$ cat src/rtl/multi_cycle_control_if.sv
// Opcode handshake, compare flags, memory handshake and datapath strobes
// between the multi-cycle controller (slave) and its surrounding datapath (master).
interface multi_cycle_control_if #(
  parameter int OPW = 4
);
  logic           instr_valid;
  logic [OPW-1:0] opcode;
  logic           instr_ready;
  logic           cmp_lt;
  logic           cmp_eq;
  logic           mem_ack;
  logic           alu_sel;
  logic           alu_imm;
  logic           mem_req;
  logic           mem_we;
  logic           reg_we;
  logic           pc_we;
  logic [1:0]     pc_src;
  logic           illegal;
  logic           err;

  modport master (
    output instr_valid, opcode, cmp_lt, cmp_eq, mem_ack,
    input  instr_ready, alu_sel, alu_imm, mem_req, mem_we, reg_we, pc_we,
           pc_src, illegal, err
  );

  modport slave (
    input  instr_valid, opcode, cmp_lt, cmp_eq, mem_ack,
    output instr_ready, alu_sel, alu_imm, mem_req, mem_we, reg_we, pc_we,
           pc_src, illegal, err
  );
endinterface

$ cat src/rtl/multi_cycle_control.sv
// Multi-cycle instruction controller: IDLE -> DECODE -> EXEC -> (MEM) -> (WB),
// holding compare flags, resolving conditional jumps and bounding memory waits.
module multi_cycle_control #(
  parameter int OPW     = 4,
  parameter int TIMEOUT = 15
) (
  input logic                 clk,
  input logic                 rst,
  multi_cycle_control_if.slave bus
);
  localparam int CNT_W = $clog2(TIMEOUT + 1);

  typedef enum logic [2:0] {IDLE, DECODE, EXEC, MEM, WB, HALT} state_t;

  state_t         state, state_nxt;
  logic [OPW-1:0] op_q;
  logic           lt_q, eq_q;
  logic [CNT_W-1:0] cnt;
  logic           illegal_q, err_q;

  logic [3:0] op;
  logic       upper_nz, is_alu, is_ld, is_st, is_cmp, is_jmpr, taken, timeout_hit;
  logic       instr_ready, alu_sel, alu_imm, mem_req, mem_we, reg_we, pc_we;
  logic [1:0] pc_src;

  assign op          = op_q[3:0];
  assign upper_nz    = (op_q & ~OPW'(4'hF)) != '0;
  assign is_alu      = !op[0] && !op[1];
  assign is_ld       = op == 4'd2;
  assign is_st       = op == 4'd10;
  assign is_cmp      = op == 4'd6;
  assign is_jmpr     = op == 4'd14;
  assign timeout_hit = cnt == CNT_W'(TIMEOUT - 1);

  // Odd opcodes are conditional jumps; op[1] selects JE, op[3:2] the lt/eq test.
  always_comb begin
    taken = 1'b0;
    if (op[1]) begin
      taken = eq_q;
    end else begin
      case (op[3:2])
        2'b00:   taken = lt_q;
        2'b10:   taken = lt_q | eq_q;
        2'b01:   taken = !lt_q && !eq_q;
        default: taken = !lt_q;
      endcase
    end
  end

  always_ff @(posedge clk) begin
    if (rst) begin
      state     <= IDLE;
      op_q      <= '0;
      lt_q      <= 1'b0;
      eq_q      <= 1'b0;
      cnt       <= '0;
      illegal_q <= 1'b0;
      err_q     <= 1'b0;
    end else begin
      state <= state_nxt;
      if (state == IDLE && bus.instr_valid) op_q <= bus.opcode;
      if (state == EXEC && is_cmp) begin
        lt_q <= bus.cmp_lt;
        eq_q <= bus.cmp_eq;
      end
      if (state == EXEC) cnt <= '0;
      else if (state == MEM && !bus.mem_ack) cnt <= cnt + 1'b1;
      if (state == DECODE && upper_nz) illegal_q <= 1'b1;
      if (state == MEM && !bus.mem_ack && timeout_hit) err_q <= 1'b1;
    end
  end

  always_comb begin
    state_nxt   = state;
    instr_ready = 1'b0;
    alu_sel     = 1'b0;
    alu_imm     = 1'b0;
    mem_req     = 1'b0;
    mem_we      = 1'b0;
    reg_we      = 1'b0;
    pc_we       = 1'b0;
    pc_src      = 2'b00;
    case (state)
      IDLE: begin
        instr_ready = 1'b1;
        if (bus.instr_valid) state_nxt = DECODE;
      end
      DECODE: state_nxt = upper_nz ? HALT : EXEC;
      EXEC: begin
        if (is_alu) begin
          alu_sel   = op[2];
          alu_imm   = op[3];
          state_nxt = WB;
        end else if (is_ld || is_st) begin
          state_nxt = MEM;
        end else begin
          pc_we     = 1'b1;
          state_nxt = IDLE;
          if (is_jmpr)     pc_src = 2'b10;
          else if (op[0])  pc_src = taken ? 2'b01 : 2'b00;
        end
      end
      MEM: begin
        mem_req = 1'b1;
        mem_we  = is_st;
        // A store retires in its ack cycle; a load still needs write-back.
        if (bus.mem_ack) begin
          if (is_st) begin
            pc_we     = 1'b1;
            state_nxt = IDLE;
          end else begin
            state_nxt = WB;
          end
        end else if (timeout_hit) begin
          state_nxt = HALT;
        end
      end
      WB: begin
        reg_we    = 1'b1;
        pc_we     = 1'b1;
        alu_sel   = is_alu && op[2];
        alu_imm   = is_alu && op[3];
        state_nxt = IDLE;
      end
      HALT:    state_nxt = HALT;
      default: state_nxt = IDLE;
    endcase
  end

  assign bus.instr_ready = instr_ready;
  assign bus.alu_sel     = alu_sel;
  assign bus.alu_imm     = alu_imm;
  assign bus.mem_req     = mem_req;
  assign bus.mem_we      = mem_we;
  assign bus.reg_we      = reg_we;
  assign bus.pc_we       = pc_we;
  assign bus.pc_src      = pc_src;
  assign bus.illegal     = illegal_q;
  assign bus.err         = err_q;
endmodule

$ cat src/flat_wrapper.sv
// flat-port wrapper written by rule: the top's interface ports become plain ports
module multi_cycle_control_flat 
#(
  parameter int OPW     = 4,
  parameter int TIMEOUT = 15
)
  (clk, rst, bus_instr_valid, bus_opcode, bus_cmp_lt, bus_cmp_eq, bus_mem_ack, bus_instr_ready, bus_alu_sel, bus_alu_imm, bus_mem_req, bus_mem_we, bus_reg_we, bus_pc_we, bus_pc_src, bus_illegal, bus_err);
  multi_cycle_control_if #(.OPW(OPW)) bus_i ();
  input logic clk;
  input logic rst;
  input wire logic [$bits(bus_i.instr_valid)-1:0] bus_instr_valid;
  input wire logic [$bits(bus_i.opcode)-1:0] bus_opcode;
  input wire logic [$bits(bus_i.cmp_lt)-1:0] bus_cmp_lt;
  input wire logic [$bits(bus_i.cmp_eq)-1:0] bus_cmp_eq;
  input wire logic [$bits(bus_i.mem_ack)-1:0] bus_mem_ack;
  output wire logic [$bits(bus_i.instr_ready)-1:0] bus_instr_ready;
  output wire logic [$bits(bus_i.alu_sel)-1:0] bus_alu_sel;
  output wire logic [$bits(bus_i.alu_imm)-1:0] bus_alu_imm;
  output wire logic [$bits(bus_i.mem_req)-1:0] bus_mem_req;
  output wire logic [$bits(bus_i.mem_we)-1:0] bus_mem_we;
  output wire logic [$bits(bus_i.reg_we)-1:0] bus_reg_we;
  output wire logic [$bits(bus_i.pc_we)-1:0] bus_pc_we;
  output wire logic [$bits(bus_i.pc_src)-1:0] bus_pc_src;
  output wire logic [$bits(bus_i.illegal)-1:0] bus_illegal;
  output wire logic [$bits(bus_i.err)-1:0] bus_err;
  assign bus_i.instr_valid = bus_instr_valid;
  assign bus_i.opcode = bus_opcode;
  assign bus_i.cmp_lt = bus_cmp_lt;
  assign bus_i.cmp_eq = bus_cmp_eq;
  assign bus_i.mem_ack = bus_mem_ack;
  assign bus_instr_ready = bus_i.instr_ready;
  assign bus_alu_sel = bus_i.alu_sel;
  assign bus_alu_imm = bus_i.alu_imm;
  assign bus_mem_req = bus_i.mem_req;
  assign bus_mem_we = bus_i.mem_we;
  assign bus_reg_we = bus_i.reg_we;
  assign bus_pc_we = bus_i.pc_we;
  assign bus_pc_src = bus_i.pc_src;
  assign bus_illegal = bus_i.illegal;
  assign bus_err = bus_i.err;
  multi_cycle_control #(.OPW(OPW), .TIMEOUT(TIMEOUT)) u_core (.clk(clk), .rst(rst), .bus(bus_i));
endmodule
$ cat config.mk
export PLATFORM = sky130hd
export DESIGN_NAME = multi_cycle_control_flat
export DESIGN_NICKNAME = d
export VERILOG_FILES = /design/src/rtl/multi_cycle_control_if.sv /design/src/rtl/multi_cycle_control.sv /design/src/flat_wrapper.sv
export SDC_FILE = /design/constraint.sdc
export NUM_CORES = 1
export LEC_CHECK = 0
export ABC_AREA = 1
export BUFFER_PORTS_ARGS = -buffer_cell sky130_fd_sc_hd__buf_2
export CORE_MARGIN = 3
export CORE_UTILIZATION = 41
export CTS_CLUSTER_DIAMETER = 40
export DETAILED_ROUTE_END_ITERATION = 10
export PLACE_DENSITY = 0.79
export RECOVER_POWER = 25
export SYNTH_ARGS = -nofsm -noshare
export SYNTH_HDL_FRONTEND = slang
export SYNTH_SLANG_ARGS = --single-unit
$ cat constraint.sdc
create_clock -name clk -period 1.3 [get_ports clk]
set_clock_uncertainty 0.15 [all_clocks]
set_input_delay 0.13 -clock clk [delete_from_list [all_inputs] [get_ports clk]]
set_output_delay 0.13 -clock clk [all_outputs]
set_load 0.03 [all_outputs]
==> flow_metrics.py, run 1 <==
metrics = {
    "worst_setup_path": {
        "worstPathArrival_ps": 1470,
        "path_max_fanout": 3,
        "setup.worst_path.end_class": "output port",
        "r2r-end": "u_core.eq_q",
        "critPathLaunch": "u_core.state[2]",
        "critical_path_class": "flip-flop to output port",
        "worstPathRequired_ps": 1020,
        "timing.reg2reg.worst_path_depth": 9,
        "timing.rr.start": "u_core.state[0]",
        "setup.reg_to_reg.worst_slack_ps": -410,
        "critPathLaunchType": "flip-flop",
        "critPathCapture": "bus_pc_we",
    },
    "clock_tree": {
        "cts-htree-levels": 1,
        "cts.sinks": 14,
        "tritoncts": "built",
        "clk_pin_slew_ps": 110,
        "cts_root_buffer": "sky130_fd_sc_hd__clkbuf_4",
        "clkLatencyLatePin_ps": 310,
        "number_of_cts_inserted_buffers": 3,
        "ctsLongestPathBuffers": 2,
    },
    "run_status": {
        "outcome": "finished, violations left",
        "failing_checks": "setup timing",
    },
    "yosys": {
        "synth.lib_cells_used.distinct": 19,
        "mappedNetlistArea_um2": 786,
        "ys_ff_latch": 14,
        "postSynthCellCount": 119,
        "synth.net_count": 131,
        "ys_seq_area_share_pct": 35.7,
        "avgSynthCellArea_um2": 6.60,
        "synthesis.yosys.warnings": 0,
    },
    "detailed_routing": {
        "routed_wl_mm": 4.64,
        "dr.pass1.iters": 4,
        "antenna_violating_nets_post_route": 0,
        "vias": 1234,
        "drc": 0,
        "route.detailed.vias_per_inst": 6.02,
        "drt_first_iter_violations": 86,
        "post_drt_wl_per_cell_um": 22.6,
    },
    "grt": {
        "first_global_vias": 1220,
        "gr-usage-all-layers_pct": 35.3,
        "global_route_wire_length_before_repair_mm": 6.27,
        "number_of_antenna_violations_at_the_first_check_in_global_routing": 0,
        "maximum_number_of_pins_on_one_net_before_global_route_repair": 10,
        "global_route.overflow_total": 0,
    },
    "sta": {
        "max_frequency_ghz": 0.572,
        "holdWs_ps": 50.1,
        "maxSlewViolCount": 0,
        "setup_total_negative_slack_ps": -6520,
        "post-route-min-period_ps": 1750,
        "fin_crit_sh_pct": 134,
        "unrepaired_setup_endpoints_after_global_routing": "true",
        "setup_violations": 23,
        "fin_ws_ps": -447,
        "hold_violations": 0,
    },
    "final_layout": {
        "multi_input_comb_area_um2": 656,
        "final.fill_count": 66,
        "drive_gt1_share_pct": 64.4,
        "regArea_um2": 297,
        "antenna-diode-count": 0,
        "final_core_utilization_pct": 92.3,
        "mostFrequentLayoutCells": "sky130_fd_sc_hd__buf_4 (22), sky130_fd_sc_hd__buf_6 (17), sky130_fd_sc_hd__nand2_1 (12), sky130_fd_sc_hd__inv_1 (10)",
        "final_net_count": 193,
        "area_delta_synth_final_pct": 107,
        "mostFrequentLayoutCell": "sky130_fd_sc_hd__buf_4",
    },
    "die": {
        "dieArea_um2": 2480,
        "i_o_pin_total": 21,
        "die_y_um": 49.8,
        "floorplan.die.width_um": 49.8,
        "core_area_um2": 1760,
        "floorplan.initialDensity_pct": 44.5,
        "core.rowCount": 15,
    },
    "pwr": {
        "worst_ir_drop_vdd_v": 0.00107,
        "powerDensity_nw_per_um2": 1290,
        "leakage_nw": 0.704,
        "design_power_total_mw": 2.09,
    },
    "worst_hold_path": {
        "worst_min_delay_path_category": "input port to flip-flop",
        "timing.hold.worst_path_depth": 3,
    },
    "place": {
        "gp_congestion": 0.835,
        "place.port_buffers": 19,
        "post-place-ws_ps": -145,
        "hpwlAfterDp_mm": 1.83,
    },
    "flow_run": {
        "max_cap_viol_count": 0,
    },
}
## timing repair
item / 4_1_cts / 5_1_grt
pin swaps: 9 / 8
gates resized for setup: 62 / 25
endpoints found under the hold margin: 8 / 0
hold buffers: 7 / 0
setup endpoints to repair: 21 / 23
setup buffers: 7 / 4
## worst min-delay path by stage
| stage | slack (ps) | start | to |
|---|---|---|---|
| 5_1_grt | 50 | bus_instr_valid | u_core.op[2] |
| 6_report | 50 | bus_instr_valid | u_core.op[0] |
| 3_3_place_gp | 170 | rst | u_core.state[2] |
| 4_1_cts | 20 | bus_instr_valid | u_core.op[1] |
| 3_5_place_dp | 180 | rst | u_core.state[2] |
| 2_1_floorplan | 40 | rst | u_core.state[0] |
## Yosys cell counts
| cell | n | area [µm²] |
|---|---|---|
| sky130_fd_sc_hd__nand3_1 | 11 | 55.1 |
| sky130_fd_sc_hd__nor4_1 | 3 | 18.8 |
| sky130_fd_sc_hd__nor2_1 | 14 | 52.6 |
| sky130_fd_sc_hd__nand2_1 | 20 | 75.1 |
| sky130_fd_sc_hd__buf_4 | 1 | 7.51 |
| sky130_fd_sc_hd__dfxtp_1 | 14 | 280 |
| sky130_fd_sc_hd__inv_1 | 19 | 71.3 |
| sky130_fd_sc_hd__nand2_4 | 1 | 11.3 |
| sky130_fd_sc_hd__a211oi_2 | 1 | 12.5 |
| sky130_fd_sc_hd__o21ai_0 | 12 | 60.1 |
| sky130_fd_sc_hd__nor2_2 | 3 | 18.8 |
| sky130_fd_sc_hd__ha_1 | 2 | 25.0 |
| sky130_fd_sc_hd__conb_1 | 1 | 3.75 |
| sky130_fd_sc_hd__inv_2 | 2 | 7.51 |
| sky130_fd_sc_hd__nor3_1 | 1 | 5.00 |
| sky130_fd_sc_hd__nor2_4 | 1 | 11.3 |
| sky130_fd_sc_hd__nand4_1 | 2 | 12.5 |
| sky130_fd_sc_hd__o21a_1 | 1 | 7.51 |
| sky130_fd_sc_hd__a21oi_1 | 10 | 50.1 |
## power by group
group / total, mW / internal (mW) / switching (mW)
Sequential: 0.560 / 0.488 / 0.0720
Clock: 0.344 / 0.171 / 0.173
Combinational: 1.19 / 0.517 / 0.671
## cell families (layout without fill, tap and decap cells)
kind of cell / count (synthesis) / after routing / synth area share (%)
compound gates: 24 / 24 / 16.6
flops: 14 / 14 / 35.7
other cells: 1 / 1 / 0.477
fa+ha+maj: 2 / 2 / 3.18
simple gates: 56 / 56 / 33.1
buf+inv: 22 / 83 / 11.0
## area by class of cell
type | count | area share [%]
Clock buffer | 4 | 2.23
Inverter | 21 | 5.61
Multi-Input combinational cell | 83 | 40.3
Sequential cell | 14 | 18.2
Tap cell | 25 | 1.92
Timing Repair Buffer | 58 | 31.7
## critical path, stage by stage, from the launching register on
cell and delay (ps):
sky130_fd_sc_hd__dfxtp_4 400, sky130_fd_sc_hd__buf_6 130, sky130_fd_sc_hd__nor2_4 140, sky130_fd_sc_hd__inv_2 60, sky130_fd_sc_hd__nor2_4 120, sky130_fd_sc_hd__a21oi_2 80, sky130_fd_sc_hd__o21ai_2 70, sky130_fd_sc_hd__buf_6 160
## routing by layer
metal	vias up	GRT usage, %	routed length (µm)
met3	46	9.97	411
met1	563	38.3	1760
met5	-	0	0
met2	117	56.6	2090
li1	508	-	-
met4	0	29.0	377
## sequential cells by signal, summed over array words and instances, names as in the netlist
register        count
u_core.cnt          4
u_core.eq_q         1
u_core.lt_q         1
u_core.op           4
u_core.bus.err      1
u_core.state        3
## through the flow
step	area (µm²)	std cells
floorplan	883	119
global placement	1180	184
detailed placement	1180	184
CTS	1530	202
global route	1630	205
finish	1630	205
(Power assumes the default switching activity.)
==> run 2: changes to the inputs <==
Settings changed: ABC_AREA 1 to 0, PLACE_DENSITY 0.79 to 0.76, TNS_END_PERCENT set to 1.
Clock period 1.3 ns to 2.1 ns, I/O delays scaled along.
==> flow_metrics.py, run 2 <==
metrics = {
    "worst_setup_path": {
        "timing.reg2reg.worst_path_depth": 3,
        "setup.reg_to_reg.worst_slack_ps": 430,
        "cp_cell_sequence": "or3b_4 -> nor3_1 -> buf_2",
        "worstPathArrival_ps": 1570,
        "timing.rr.start": "u_core.state[0]",
        "r2r-end": "u_core.cnt[1]",
        "crit_path_top_delay_cell": "sky130_fd_sc_hd__or3b_4",
        "critical_path_class": "flip-flop to output port",
        "cpPeakStageDelay_ps": 450,
        "critPathLaunchType": "flip-flop",
        "path_max_fanout": 11,
        "setup.worst_path.end_class": "output port",
        "worstPathRequired_ps": 1740,
    },
    "final_layout": {
        "final.fill_count": 192,
        "final_net_count": 133,
        "mostFrequentLayoutCells": "sky130_fd_sc_hd__buf_2 (18), sky130_fd_sc_hd__dfxtp_1 (11), sky130_fd_sc_hd__nor2_1 (8), sky130_fd_sc_hd__mux2i_1 (8), sky130_fd_sc_hd__nand2_1 (7)",
        "drive_gt1_share_pct": 29.2,
        "area_delta_synth_final_pct": 16.9,
        "mostFrequentLayoutCell": "sky130_fd_sc_hd__buf_2",
        "layout.cells.non_filler": 147,
        "final_core_utilization_pct": 51.5,
        "antenna-diode-count": 0,
    },
    "clock_tree": {
        "ctsLongestPathBuffers": 2,
        "number_of_cts_inserted_buffers": 3,
        "clk_pin_slew_ps": 90,
        "cts_root_buffer": "sky130_fd_sc_hd__clkbuf_4",
        "clkLatencyLatePin_ps": 290,
        "cts.sinks": 14,
        "cts-htree-levels": 1,
        "tritoncts": "built",
        "postCtsSetupRepairBufs": 0,
    },
    "yosys": {
        "yosys.area.top_type": "sky130_fd_sc_hd__dfxtp_1",
        "ys_seq_area_share_pct": 31.8,
        "synth-edff-count": 0,
        "ys_ff_latch": 14,
        "mappedNetlistArea_um2": 882,
        "most_instantiated_library_cell_after_synthesis": "sky130_fd_sc_hd__dfxtp_1",
        "post_synth_most_frequent_cells": "sky130_fd_sc_hd__dfxtp_1 (14), sky130_fd_sc_hd__mux2i_1 (8), sky130_fd_sc_hd__nor2_1 (8)",
        "synth.area.top_cells": "sky130_fd_sc_hd__dfxtp_1 (32%), sky130_fd_sc_hd__mux2i_1 (9.1%), sky130_fd_sc_hd__nor2_1 (3.4%)",
        "synth.top_cell.area_share_pct": 31.8,
        "synthesis.yosys.warnings": 0,
        "dominantRegCellSynth": "sky130_fd_sc_hd__dfxtp_1",
        "synth.net_count": 113,
        "postSynthCellCount": 101,
        "synth.lib_cells_used.distinct": 41,
        "synthArstFlopShare_pct": 0,
        "avgSynthCellArea_um2": 8.73,
    },
    "detailed_routing": {
        "dr.pass1.iters": 4,
        "dr_wl_met2_um": 941,
        "antenna_violating_nets_post_route": 0,
        "vias": 795,
        "drc": 0,
        "drt_first_iter_violations": 15,
        "wl_met3_um": 115,
        "post_drt_wl_per_cell_um": 13.4,
        "met1_length_um": 882,
        "route.detailed.vias_per_inst": 5.41,
        "routed_wl_mm": 1.97,
        "highest_layer": "met4",
    },
    "worst_hold_path": {
        "timing.hold.worst_path_depth": 3,
        "hold_path_end": "u_core.op[3]",
        "hold_start": "bus_opcode[3]",
        "worst_min_delay_path_category": "input port to flip-flop",
    },
    "sta": {
        "setup_total_negative_slack_ps": 0,
        "post-route-min-period_ps": 1930,
        "setup_violations": 0,
        "worst_slew_pin_slew_ps": 639,
        "unrepaired_setup_endpoints_after_global_routing": "false",
        "maxSlewViolCount": 0,
        "timing.slew.headroom_pct": 57.3,
        "fin_crit_sh_pct": 91.8,
        "hold_violations": 0,
        "max_frequency_ghz": 0.519,
    },
    "die": {
        "core_area_um2": 2000,
        "floorplan.die.width_um": 52.4,
        "dieArea_um2": 2740,
        "i_o_pin_total": 21,
        "core.rowCount": 16,
        "die_y_um": 52.4,
        "floorplan.initialDensity_pct": 44.1,
    },
    "flow_run": {
        "max_cap_viol_count": 0,
    },
    "place": {
        "place.port_buffers": 19,
        "gp_congestion": 0.854,
        "numPlacedInstances": 142,
        "hpwlAfterDp_mm": 1.43,
    },
    "pwr": {
        "powerDensity_nw_per_um2": 672,
        "worst_ir_drop_vdd_v": 0.000434,
        "leakage_nw": 0.456,
    },
    "grt": {
        "gr-usage-all-layers_pct": 17.9,
        "global_route.overflow_total": 0,
        "first_global_vias": 777,
        "global_route_wire_length_before_repair_mm": 3.58,
        "maximum_number_of_pins_on_one_net_before_global_route_repair": 14,
        "number_of_antenna_violations_at_the_first_check_in_global_routing": 0,
    },
    "run_status": {
        "outcome": "complete, no violations",
    },
}
==> run 2: cells by family after synthesis <==
kind of cell    count (synthesis)  synth area share [%]
buf+inv                        12                  7.23
xor+xnor                        1                 0.993
compound gates                 20                  17.6
simple gates                   43                  30.1
other cells                     1                 0.425
fa+ha+maj                       2                  2.84
mux                             8                  9.08
flops                          14                  31.8
==> run 2: final cells by class <==
type,instances,area (µm²),share of cell area (%)
multi-input combinational,75,537,52.1
clock buffer,4,36.3,3.52
tap,27,33.8,3.28
sequential,14,287,27.8
timing repair buffer,22,119,11.5
inverter,5,18.8,1.82
==> run 2: per-stage QoR <==
step	hold WS, ps	total power [mW]	instance area [µm²]	setup WS (ps)
6_report	11.0	0.693	1030	172
3_5_place_dp	303	0.495	986	313
4_1_cts	2.47	0.702	1030	87.2
2_1_floorplan	202	0.455	887	223
5_1_grt	-0.00880	0.737	1030	33.0
3_3_place_gp	297	0.490	986	332
==> run 2: where the power goes <==
group          switching, mW  internal, mW  leakage [nW]
Sequential            0.0388         0.283         0.115
Clock                 0.0969         0.106        0.0210
Combinational         0.0896        0.0789         0.320
Total                  0.225         0.467         0.456
==> run 2: per-layer routing <==
metal  vias up  GRT usage [%]
li1        402              -
met2        26           29.5
met5         -              0
met3         5           5.98
met1       362           21.5
met4         0           6.38
==> run 2: how the worst max path moves through the flow <==
stage,end,slack [ps],from
4_1_cts,bus_alu_imm,90,u_core.state[2]
6_report,bus_pc_src[1],170,u_core.state[0]
3_3_place_gp,bus_pc_src[1],330,u_core.state[1]
3_5_place_dp,bus_pc_src[1],310,u_core.state[1]
5_1_grt,bus_pc_src[1],30,u_core.state[0]
2_1_floorplan,bus_mem_we,220,u_core.state[1]
==> run 2: what timing repair did <==
item	CTS	global route
endpoints found under the hold margin	1	0
hold buffers	1	0
pin swaps	0	0
gates resized for setup	1	4
endpoints found under the setup margin	1	4
==> run 2: worst max-delay path: cells and delay by family (launching register included) <==
kind / cells / cell delay (ps)
AND/OR/NAND/NOR: 2 / 620
flip-flops: 1 / 430
buffers and inverters: 1 / 220
==> run 3: changes to the inputs <==
Settings changed: CORE_MARGIN 3 to not set, CTS_BUF_LIST set to sky130_fd_sc_hd__clkbuf_16, SKIP_LAST_GASP set to 1.
==> flow_metrics.py, run 3 (synthesis gave the netlist of run 2 again) <==
metrics = {
    "worst_setup_path": {
        "setup.worst_path.end_class": "output port",
        "critical_path_class": "flip-flop to output port",
        "timing.reg2reg.worst_path_depth": 3,
        "timing.rr.start": "u_core.state[2]",
        "setup.reg_to_reg.worst_slack_ps": 490,
        "critPathLaunchType": "flip-flop",
        "worstPathRequired_ps": 1740,
        "worstPathArrival_ps": 1560,
        "r2r-end": "u_core.op[3]",
        "path_max_fanout": 10,
    },
    "worst_hold_path": {
        "hold_path_end": "u_core.op[2]",
        "worst_min_delay_path_category": "input port to flip-flop",
        "timing.hold.worst_path_depth": 3,
        "hold_start": "bus_opcode[2]",
    },
    "sta": {
        "setup_violations": 0,
        "max_frequency_ghz": 0.521,
        "holdWs_ps": 54.0,
        "hold_violations": 0,
        "post-route-min-period_ps": 1920,
        "timing.slew.headroom_pct": 59.6,
        "setup_total_negative_slack_ps": 0,
        "fin_crit_sh_pct": 91.5,
        "unrepaired_setup_endpoints_after_global_routing": "false",
        "maxSlewViolCount": 0,
        "worst_slew_pin_slew_ps": 605,
    },
    "detailed_routing": {
        "dr.pass1.iters": 4,
        "post_drt_wl_per_cell_um": 12.6,
        "antenna_violating_nets_post_route": 0,
        "routed_wl_mm": 1.83,
        "drt_first_iter_violations": 18,
        "drc": 0,
        "vias": 786,
        "route.detailed.vias_per_inst": 5.42,
    },
    "place": {
        "hpwlAfterDp_mm": 1.36,
        "gp_congestion": 0.757,
        "place.port_buffers": 19,
    },
    "die": {
        "die_y_um": 48.4,
        "i_o_pin_total": 21,
        "floorplan.die.width_um": 48.4,
        "dieArea_um2": 2340,
        "floorplan.initialDensity_pct": 44.1,
        "core_area_um2": 2000,
        "core.rowCount": 16,
    },
    "clock_tree": {
        "cts.repair.resized": 0,
        "cts_root_buffer": "sky130_fd_sc_hd__clkbuf_16",
        "cts_hold_buffers": 0,
        "cts-htree-levels": 1,
        "clkLatencyLatePin_ps": 240,
        "number_of_cts_inserted_buffers": 3,
        "ctsLongestPathBuffers": 2,
        "clk_pin_slew_ps": 50,
        "tritoncts": "built",
        "cts.sinks": 14,
        "postCtsSetupRepairBufs": 0,
    },
    "grt": {
        "global_route.overflow_total": 0,
        "gr-usage-all-layers_pct": 17.5,
        "first_global_vias": 759,
        "global_route_wire_length_before_repair_mm": 3.22,
        "number_of_antenna_violations_at_the_first_check_in_global_routing": 0,
        "maximum_number_of_pins_on_one_net_before_global_route_repair": 16,
    },
    "flow_run": {
        "max_cap_viol_count": 0,
    },
    "final_layout": {
        "multi_input_comb_area_um2": 534,
        "final.fill_count": 205,
        "area_delta_synth_final_pct": 18.9,
        "final_net_count": 131,
        "drive_gt1_share_pct": 25.4,
        "mostFrequentLayoutCells": "sky130_fd_sc_hd__buf_2 (17), sky130_fd_sc_hd__dfxtp_1 (12), sky130_fd_sc_hd__nor2_1 (8), sky130_fd_sc_hd__mux2i_1 (8), sky130_fd_sc_hd__nand2_1 (7)",
        "regArea_um2": 283,
        "mostFrequentLayoutCell": "sky130_fd_sc_hd__buf_2",
        "antenna-diode-count": 0,
    },
    "pwr": {
        "design_power_total_uw": 843,
        "leakage_nw": 0.459,
        "powerDensity_nw_per_um2": 804,
        "worst_ir_drop_vdd_v": 0.000554,
    },
    "run_status": {
        "outcome": "complete, no violations",
    },
}
## run 3: where the power goes
part / switching, mW / total (mW) / internal, mW / leakage [nW]
clock network: 0.113 / 0.365 / 0.252 / 0.0385
registers: 0.0429 / 0.327 / 0.284 / 0.115
logic: 0.0814 / 0.151 / 0.0699 / 0.306
total: 0.237 / 0.843 / 0.606 / 0.459
## run 3: how the worst max path moves through the flow
stage / slack (ps) / end / cells past startpoint / startpoint
after detailed placement: 320 / bus_pc_src[1] / 3 / u_core.state[1]
after CTS: 50 / bus_pc_src[1] / 3 / u_core.state[1]
final: 180 / bus_pc_we / 4 / u_core.op[1]
after global routing: 60 / bus_pc_src[1] / 3 / u_core.state[2]
after global placement: 330 / bus_pc_src[1] / 3 / u_core.state[1]
after floorplan: 220 / bus_mem_we / 4 / u_core.state[1]
## run 3: layout make-up
cell class	instances	area share (%)
inverters	5	1.79
multi-input cells	75	51.0
repair buffers	20	9.55
clock buffers	3	7.16
well taps	27	3.22
clock inverters	1	0.358
flip-flops and latches	14	27.0
## run 3: critical path, stage by stage, from the launching register on
cell and delay [ps]:
sky130_fd_sc_hd__dfxtp_1 490, sky130_fd_sc_hd__nor3b_1 330, sky130_fd_sc_hd__nand3_1 120, sky130_fd_sc_hd__o21ai_1 160, sky130_fd_sc_hd__buf_2 220
## run 3: routing by layer
| metal | share of wire [%] | wire [µm] | up-vias | global-route usage, % |
|---|---|---|---|---|
| li1 | - | - | 397 | - |
| met1 | 46 | 837 | 362 | 22.4 |
| met2 | 47 | 864 | 27 | 28.2 |
| met3 | 7.1 | 130 | 0 | 7.55 |
| met4 | 0 | 0 | 0 | 1.96 |
| met5 | 0 | 0 | - | 0 |
## run 3: per-stage QoR
step	area (µm²)	setup WS, ps	instances	util, %
2_1_floorplan	887	223	101	-
3_3_place_gp	978	335	141	48.9
3_5_place_dp	978	318	141	48.9
4_1_cts	1060	52.6	145	52.8
5_1_grt	1050	55.2	145	52.4
6_report	1050	179	145	52.4
